--- src/rtl/fifo_pkt_writer.sv ---
// ---------------------------------------------------------------------------
// fifo_pkt_writer
//
// Write-side packet framer for the dual-clock FIFO, running only in the w_clk
// domain. Each packet goes into the FIFO as:
//    header (pkt_len zero-extended), N payload words, checksum trailer.
// The trailer is the two's complement of the payload sum, so the payload
// words plus the trailer add up to 0 mod 2^DATA_WIDTH.
//
// Ports
//    w_clk      write-domain clock, rising edge
//    rst        asynchronous, active-low reset
//    start      packet request, sampled only in IDLE
//    pkt_len    payload word count, sampled with start (0 is rejected)
//    s_valid    upstream payload word valid
//    s_data     upstream payload word
//    s_ready    payload word accepted when s_valid && s_ready
//    fifo_full  FIFO full flag (w_clk domain)
//    fifo_we    FIFO write enable, never high while fifo_full is high
//    fifo_din   FIFO write data
//    busy       high while a packet is being emitted (HDR/PAY/TRL)
//    done       one-cycle pulse in the first IDLE cycle after the trailer
//    err_len    one-cycle pulse after a start with pkt_len == 0
//    pkt_count  completed packets, wraps modulo 2^CNT_WIDTH
// ---------------------------------------------------------------------------
module fifo_pkt_writer #(
   parameter int DATA_WIDTH = 8,
   parameter int LEN_WIDTH  = 8,
   parameter int CNT_WIDTH  = 16
) (
   input  logic                  w_clk,
   input  logic                  rst,
   input  logic                  start,
   input  logic [LEN_WIDTH-1:0]  pkt_len,
   input  logic                  s_valid,
   input  logic [DATA_WIDTH-1:0] s_data,
   output logic                  s_ready,
   input  logic                  fifo_full,
   output logic                  fifo_we,
   output logic [DATA_WIDTH-1:0] fifo_din,
   output logic                  busy,
   output logic                  done,
   output logic                  err_len,
   output logic [CNT_WIDTH-1:0]  pkt_count
);

   typedef enum logic [1:0] {
      ST_IDLE = 2'd0,
      ST_HDR  = 2'd1,
      ST_PAY  = 2'd2,
      ST_TRL  = 2'd3
   } state_t;

   state_t                state_r;
   state_t                state_s;
   logic [LEN_WIDTH-1:0]  len_r;
   logic [LEN_WIDTH-1:0]  len_s;
   logic [LEN_WIDTH-1:0]  remaining_r;
   logic [LEN_WIDTH-1:0]  remaining_s;
   logic [DATA_WIDTH-1:0] checksum_r;
   logic [DATA_WIDTH-1:0] checksum_s;
   logic [CNT_WIDTH-1:0]  pkt_count_r;
   logic [CNT_WIDTH-1:0]  pkt_count_s;
   logic                  done_r;
   logic                  done_s;
   logic                  err_len_r;
   logic                  err_len_s;

   // Running payload sum, modulo 2^DATA_WIDTH.
   function automatic logic [DATA_WIDTH-1:0] csum_add(
      input logic [DATA_WIDTH-1:0] acc,
      input logic [DATA_WIDTH-1:0] word
   );
      return acc + word;
   endfunction

   // Trailer value: two's complement of the payload sum.
   function automatic logic [DATA_WIDTH-1:0] csum_trailer(
      input logic [DATA_WIDTH-1:0] acc
   );
      return (~acc) + DATA_WIDTH'(1'b1);
   endfunction

   // State and datapath registers; reset abandons any packet in flight.
   always_ff @(posedge w_clk or negedge rst) begin
      if (!rst) begin
         state_r     <= ST_IDLE;
         len_r       <= '0;
         remaining_r <= '0;
         checksum_r  <= '0;
         pkt_count_r <= '0;
         done_r      <= 1'b0;
         err_len_r   <= 1'b0;
      end else begin
         state_r     <= state_s;
         len_r       <= len_s;
         remaining_r <= remaining_s;
         checksum_r  <= checksum_s;
         pkt_count_r <= pkt_count_s;
         done_r      <= done_s;
         err_len_r   <= err_len_s;
      end
   end

   // Next-state logic and FIFO/upstream handshake outputs.
   always_comb begin
      state_s     = state_r;
      len_s       = len_r;
      remaining_s = remaining_r;
      checksum_s  = checksum_r;
      pkt_count_s = pkt_count_r;
      done_s      = 1'b0;
      err_len_s   = 1'b0;
      fifo_we     = 1'b0;
      fifo_din    = '0;
      s_ready     = 1'b0;
      busy        = 1'b0;

      case (state_r)
         ST_IDLE: begin
            if (start) begin
               if (pkt_len != '0) begin
                  len_s       = pkt_len;
                  remaining_s = pkt_len;
                  checksum_s  = '0;
                  state_s     = ST_HDR;
               end else begin
                  err_len_s = 1'b1;
               end
            end else begin
               state_s = ST_IDLE;
            end
         end

         ST_HDR: begin
            busy     = 1'b1;
            fifo_din = DATA_WIDTH'(len_r);
            fifo_we  = !fifo_full;
            if (!fifo_full) begin
               state_s = ST_PAY;
            end else begin
               state_s = ST_HDR;
            end
         end

         ST_PAY: begin
            // Zero-latency pass-through: the accepted word goes straight
            // onto the FIFO port in the same cycle.
            busy     = 1'b1;
            s_ready  = !fifo_full;
            fifo_din = s_data;
            fifo_we  = s_valid && !fifo_full;
            if (s_valid && !fifo_full) begin
               checksum_s  = csum_add(checksum_r, s_data);
               remaining_s = remaining_r - LEN_WIDTH'(1'b1);
               if (remaining_r == LEN_WIDTH'(1'b1)) begin
                  state_s = ST_TRL;
               end else begin
                  state_s = ST_PAY;
               end
            end else begin
               state_s = ST_PAY;
            end
         end

         ST_TRL: begin
            busy     = 1'b1;
            fifo_din = csum_trailer(checksum_r);
            fifo_we  = !fifo_full;
            if (!fifo_full) begin
               state_s     = ST_IDLE;
               pkt_count_s = pkt_count_r + CNT_WIDTH'(1'b1);
               done_s      = 1'b1;
            end else begin
               state_s = ST_TRL;
            end
         end

         default: begin
            state_s = ST_IDLE;
         end
      endcase
   end

   assign done      = done_r;
   assign err_len   = err_len_r;
   assign pkt_count = pkt_count_r;

   fifo_pkt_writer_chk u_chk (
      .w_clk     (w_clk),
      .rst       (rst),
      .fifo_full (fifo_full),
      .fifo_we   (fifo_we),
      .s_ready   (s_ready),
      .done      (done),
      .err_len   (err_len)
   );

endmodule

// ---------------------------------------------------------------------------
// fifo_pkt_writer_chk
//
// Protocol properties of the packet writer's external interface.
// Ports: w_clk, rst, fifo_full, fifo_we, s_ready, done, err_len (all inputs).
// ---------------------------------------------------------------------------
module fifo_pkt_writer_chk (
   input logic w_clk,
   input logic rst,
   input logic fifo_full,
   input logic fifo_we,
   input logic s_ready,
   input logic done,
   input logic err_len
);

   // A full FIFO must never see a write.
   a_no_write_when_full: assert property (@(posedge w_clk) disable iff (!rst)
      fifo_full |-> !fifo_we);

   // No payload word is accepted while the FIFO is full.
   a_no_ready_when_full: assert property (@(posedge w_clk) disable iff (!rst)
      fifo_full |-> !s_ready);

   // done is a single-cycle pulse.
   a_done_pulse: assert property (@(posedge w_clk) disable iff (!rst)
      done |=> !done);

   // A completed packet and a rejected request cannot report together.
   a_done_err_excl: assert property (@(posedge w_clk) disable iff (!rst)
      !(done && err_len));

endmodule

--- config.mk ---
export PLATFORM = sky130hd
export DESIGN_NAME = fifo_pkt_writer
export DESIGN_NICKNAME = d
export VERILOG_FILES = /design/src/rtl/fifo_pkt_writer.sv
export SDC_FILE = /design/constraint.sdc
export NUM_CORES = 1
export LEC_CHECK = 0
export CORE_MARGIN = 5
export CORE_UTILIZATION = 39
export CTS_CLUSTER_SIZE = 16
export DETAILED_ROUTE_END_ITERATION = 6
export DONT_BUFFER_PORTS = 1
export GPL_ROUTABILITY_DRIVEN = 1
export GPL_TIMING_DRIVEN = 0
export PLACE_DENSITY = 0.54
export REMOVE_ABC_BUFFERS = 1
export SLEW_MARGIN = 20
export SYNTH_ARGS = -nofsm -noshare
export SYNTH_HDL_FRONTEND = slang
export SYNTH_SLANG_ARGS = --single-unit
--- constraint.sdc ---
create_clock -name w_clk -period 4.65 [get_ports w_clk]
set_input_delay 0.2325 -clock w_clk [delete_from_list [all_inputs] [get_ports w_clk]]
set_output_delay 0.2325 -clock w_clk [all_outputs]
set_load 0.01 [all_outputs]
==> impl_metrics.py <==
metrics = {
    "outcome": {
        "status": "complete, no violations",
    },
    "logic_synthesis": {
        "yosysSeqAreaShare_pct": 42.37,
        "synth_top_flop_cell": "dfrtp_1",
        "ys_top_cells_by_count": "44 x dfrtp_1, 22 x nor2_1, 18 x nand2_1",
        "synth_most_common_cell": "dfrtp_1",
        "syn_inst": 259,
        "synth_area_um2": 2599,
        "synthDistinctLibCells": 48,
        "yosys-top-cells-area": "dfrtp_1 42%, mux2_2 6.5%, ha_1 5.3%",
        "yosysWarnings": 0,
        "async_reset_ff_share_pct": 100.0,
        "avgSynthCellArea_um2": 10.03,
        "synth_seq_cells": 44,
        "synth_top_area_share_pct": 42.37,
        "synth_edf_count": 0,
        "yosysTopAreaCell": "dfrtp_1",
    },
    "grt": {
        "grt_pass1_wl_mm": 9.549,
        "grtUsageTotal_pct": 14.20,
        "grt_pass1_vias": 1785,
        "grt.overflow.total": 0,
        "grt_max_degree": 45,
        "antenna_found_initial": 0,
    },
    "min_path": {
        "hp-start": "pkt_len[5]",
        "hp-class": "input pin to flip-flop",
    },
    "cells_and_area": {
        "antenna_cells": 0,
        "final_area_um2": 2764,
        "fin_nets": 290,
        "fillCellCount": 626,
        "fin_cells": 335,
        "synthToLayoutAreaGrowth_pct": 6.355,
        "drive_above_1_share_pct": 11.63,
    },
    "place": {
        "dp.cells": 325,
        "post_dp_cell_area_um2": 2629,
        "gp_congestion": 0.7477,
        "io_buffer_count": 0,
        "hpwl_mm": 4.298,
    },
    "floorplan": {
        "dieArea_um2": 8396,
        "start_util_pct": 40.46,
        "ios": 50,
        "die_height_um": 91.63,
        "rows": 29,
        "die_width_um": 91.63,
        "core_area_um2": 6422,
    },
    "worst_setup_path": {
        "path_class": "flip-flop to flip-flop",
        "critPathLaunch": "state_r[0]",
        "r2r-start": "state_r[0]",
        "crit_path_max_fanout": 19,
        "reg2reg_slack_ns": 2.16,
        "cp-end-kind": "flip-flop",
        "start_kind": "flip-flop",
        "arrival_ns": 2.63,
        "cp.required_ns": 4.80,
    },
    "drt": {
        "drc": 0,
        "drt-initial-drc-count": 65,
        "post_drt_via_cell_ratio": 5.600,
        "totalWireLength_mm": 5.807,
        "route.vias.total": 1876,
        "wl_per_cell_um": 17.33,
        "drt_pre_antenna_iters": 4,
        "ant_nets": 0,
    },
    "cts": {
        "clkLatencyLatePin_ns": 0.30,
        "htreeDepth": 2,
        "clock_path_buffers": 2,
        "cts-root-buf": "clkbuf_8",
        "clk_pin_slew_ns": 0.09,
        "cts_tree": "done",
        "cts.sinks": 44,
        "post-cts-setup-buffers": 0,
        "ctsResizeCount": 0,
        "cts_buffers": 5,
    },
    "timing": {
        "skew_ns": 0.004603,
        "rsz0062_at_grt": "false",
        "worst_pin_slew_ns": 0.7658,
        "fmax_mhz": 402.3,
        "slew_violations": 0,
        "finalSetupTns_ns": 0,
        "hold_violations": 0,
        "holdWs_ns": 0.07179,
        "slew_headroom_pct": 48.65,
        "fin_crit_ns": 2.485,
        "setup_viol": 0,
        "finalCritPeriodShare_pct": 53.45,
    },
    "power_and_ir_drop": {
        "ir_worst_vdd_uv": 339.7,
        "pwr_density_cell_nw_per_um2": 616.2,
        "cellLeakagePower_nw": 1.234,
    },
    "job": {
        "cap_violations": 0,
    },
}
## registers in the layout, indices dropped and copies added, names as in the netlist
name / count
pkt_count: 16
done: 1
err_len: 1
remaining_r: 8
state_r: 2
checksum_r: 8
len_r: 8
## repair_timing
item	CTS	global route
endpoints found under the setup margin	0	0
hold buffers	2	0
hold endpoints to repair	44	0
## critical path: stages (launching register included)
cell	delay [ns]
dfrtp_1	0.65
nor3b_2	0.38
a21boi_2	0.68
nor2_2	0.31
o21ai_0	0.22
o21ai_0	0.11
## layout by cell type, fill, tap and decap left out, drive strengths merged, types with 3 or more instances in the layout
cell,count
nand4,3
and2,3
o22ai,3
inv,5
a21o,4
nand3,9
dfrtp,44
xor2,12
o31ai,4
xnor2,14
a22oi,3
mux2,15
nor2,23
nand2,19
a22o,7
ha,11
nor4,4
nand2b,3
a21oi,13
and4,5
nor3b,4
o21ai,16
nor3,4
clkbuf,6
## stage by stage
stage / setup slack, ns / utilization (%) / power [W]
floorplan: 2.746 / - / 0.001274
CTS: 2.118 / 43.04 / 0.001730
global route: 1.867 / 43.04 / 0.001862
detailed placement: 2.120 / 40.93 / 0.001450
finish: 2.165 / 43.04 / 0.001703
global placement: 2.157 / 40.93 / 0.001437
## final timing paths
kind | to | cells after the start
max | remaining_r[6] | 5
min | len_r[5] | 2
max reg2reg | remaining_r[6] | 5
min reg2reg | len_r[7] | 1
max in group asynchronous | remaining_r[0] | 2
min in group asynchronous | pkt_count[11] | 2
## routing by layer
metal  share of wire, %  track usage (%)
met1                 46            19.12
met2                 46            21.97
met3                7.3            5.074
met4               0.59            3.141
met5                  0                0
## power breakdown
group	internal, W	total, W	switching (W)
registers	0.000505	0.000678	0.000173
logic	0.000362	0.000766	0.000404
clock network	0.000120	0.000259	0.000139
## cells by family (layout without fill, tap and decap cells)
group | Yosys count | after routing | synth area share (%)
xor gates and xnor gates | 26 | 26 | 8.763
AOI/OAI and AO/OA | 57 | 57 | 14.06
and+or+nand+nor | 88 | 88 | 18.58
muxes | 16 | 16 | 6.885
adders and majority gates | 12 | 12 | 6.066
DFF | 44 | 44 | 42.37
buffers and inverters | 16 | 15 | 3.274
## final cells by class
| type | count | area [µm²] | share of cell area (%) |
|---|---|---|---|
| clock inverters | 2 | 15.01 | 0.5432 |
| clock buffers | 6 | 82.58 | 2.988 |
| inverters | 5 | 18.77 | 0.6790 |
| repair buffers | 2 | 37.54 | 1.358 |
| multi-input cells | 199 | 1413 | 51.11 |
| flip-flops and latches | 44 | 1101 | 39.84 |
| well taps | 77 | 96.34 | 3.486 |
(Power assumes the default switching activity.)
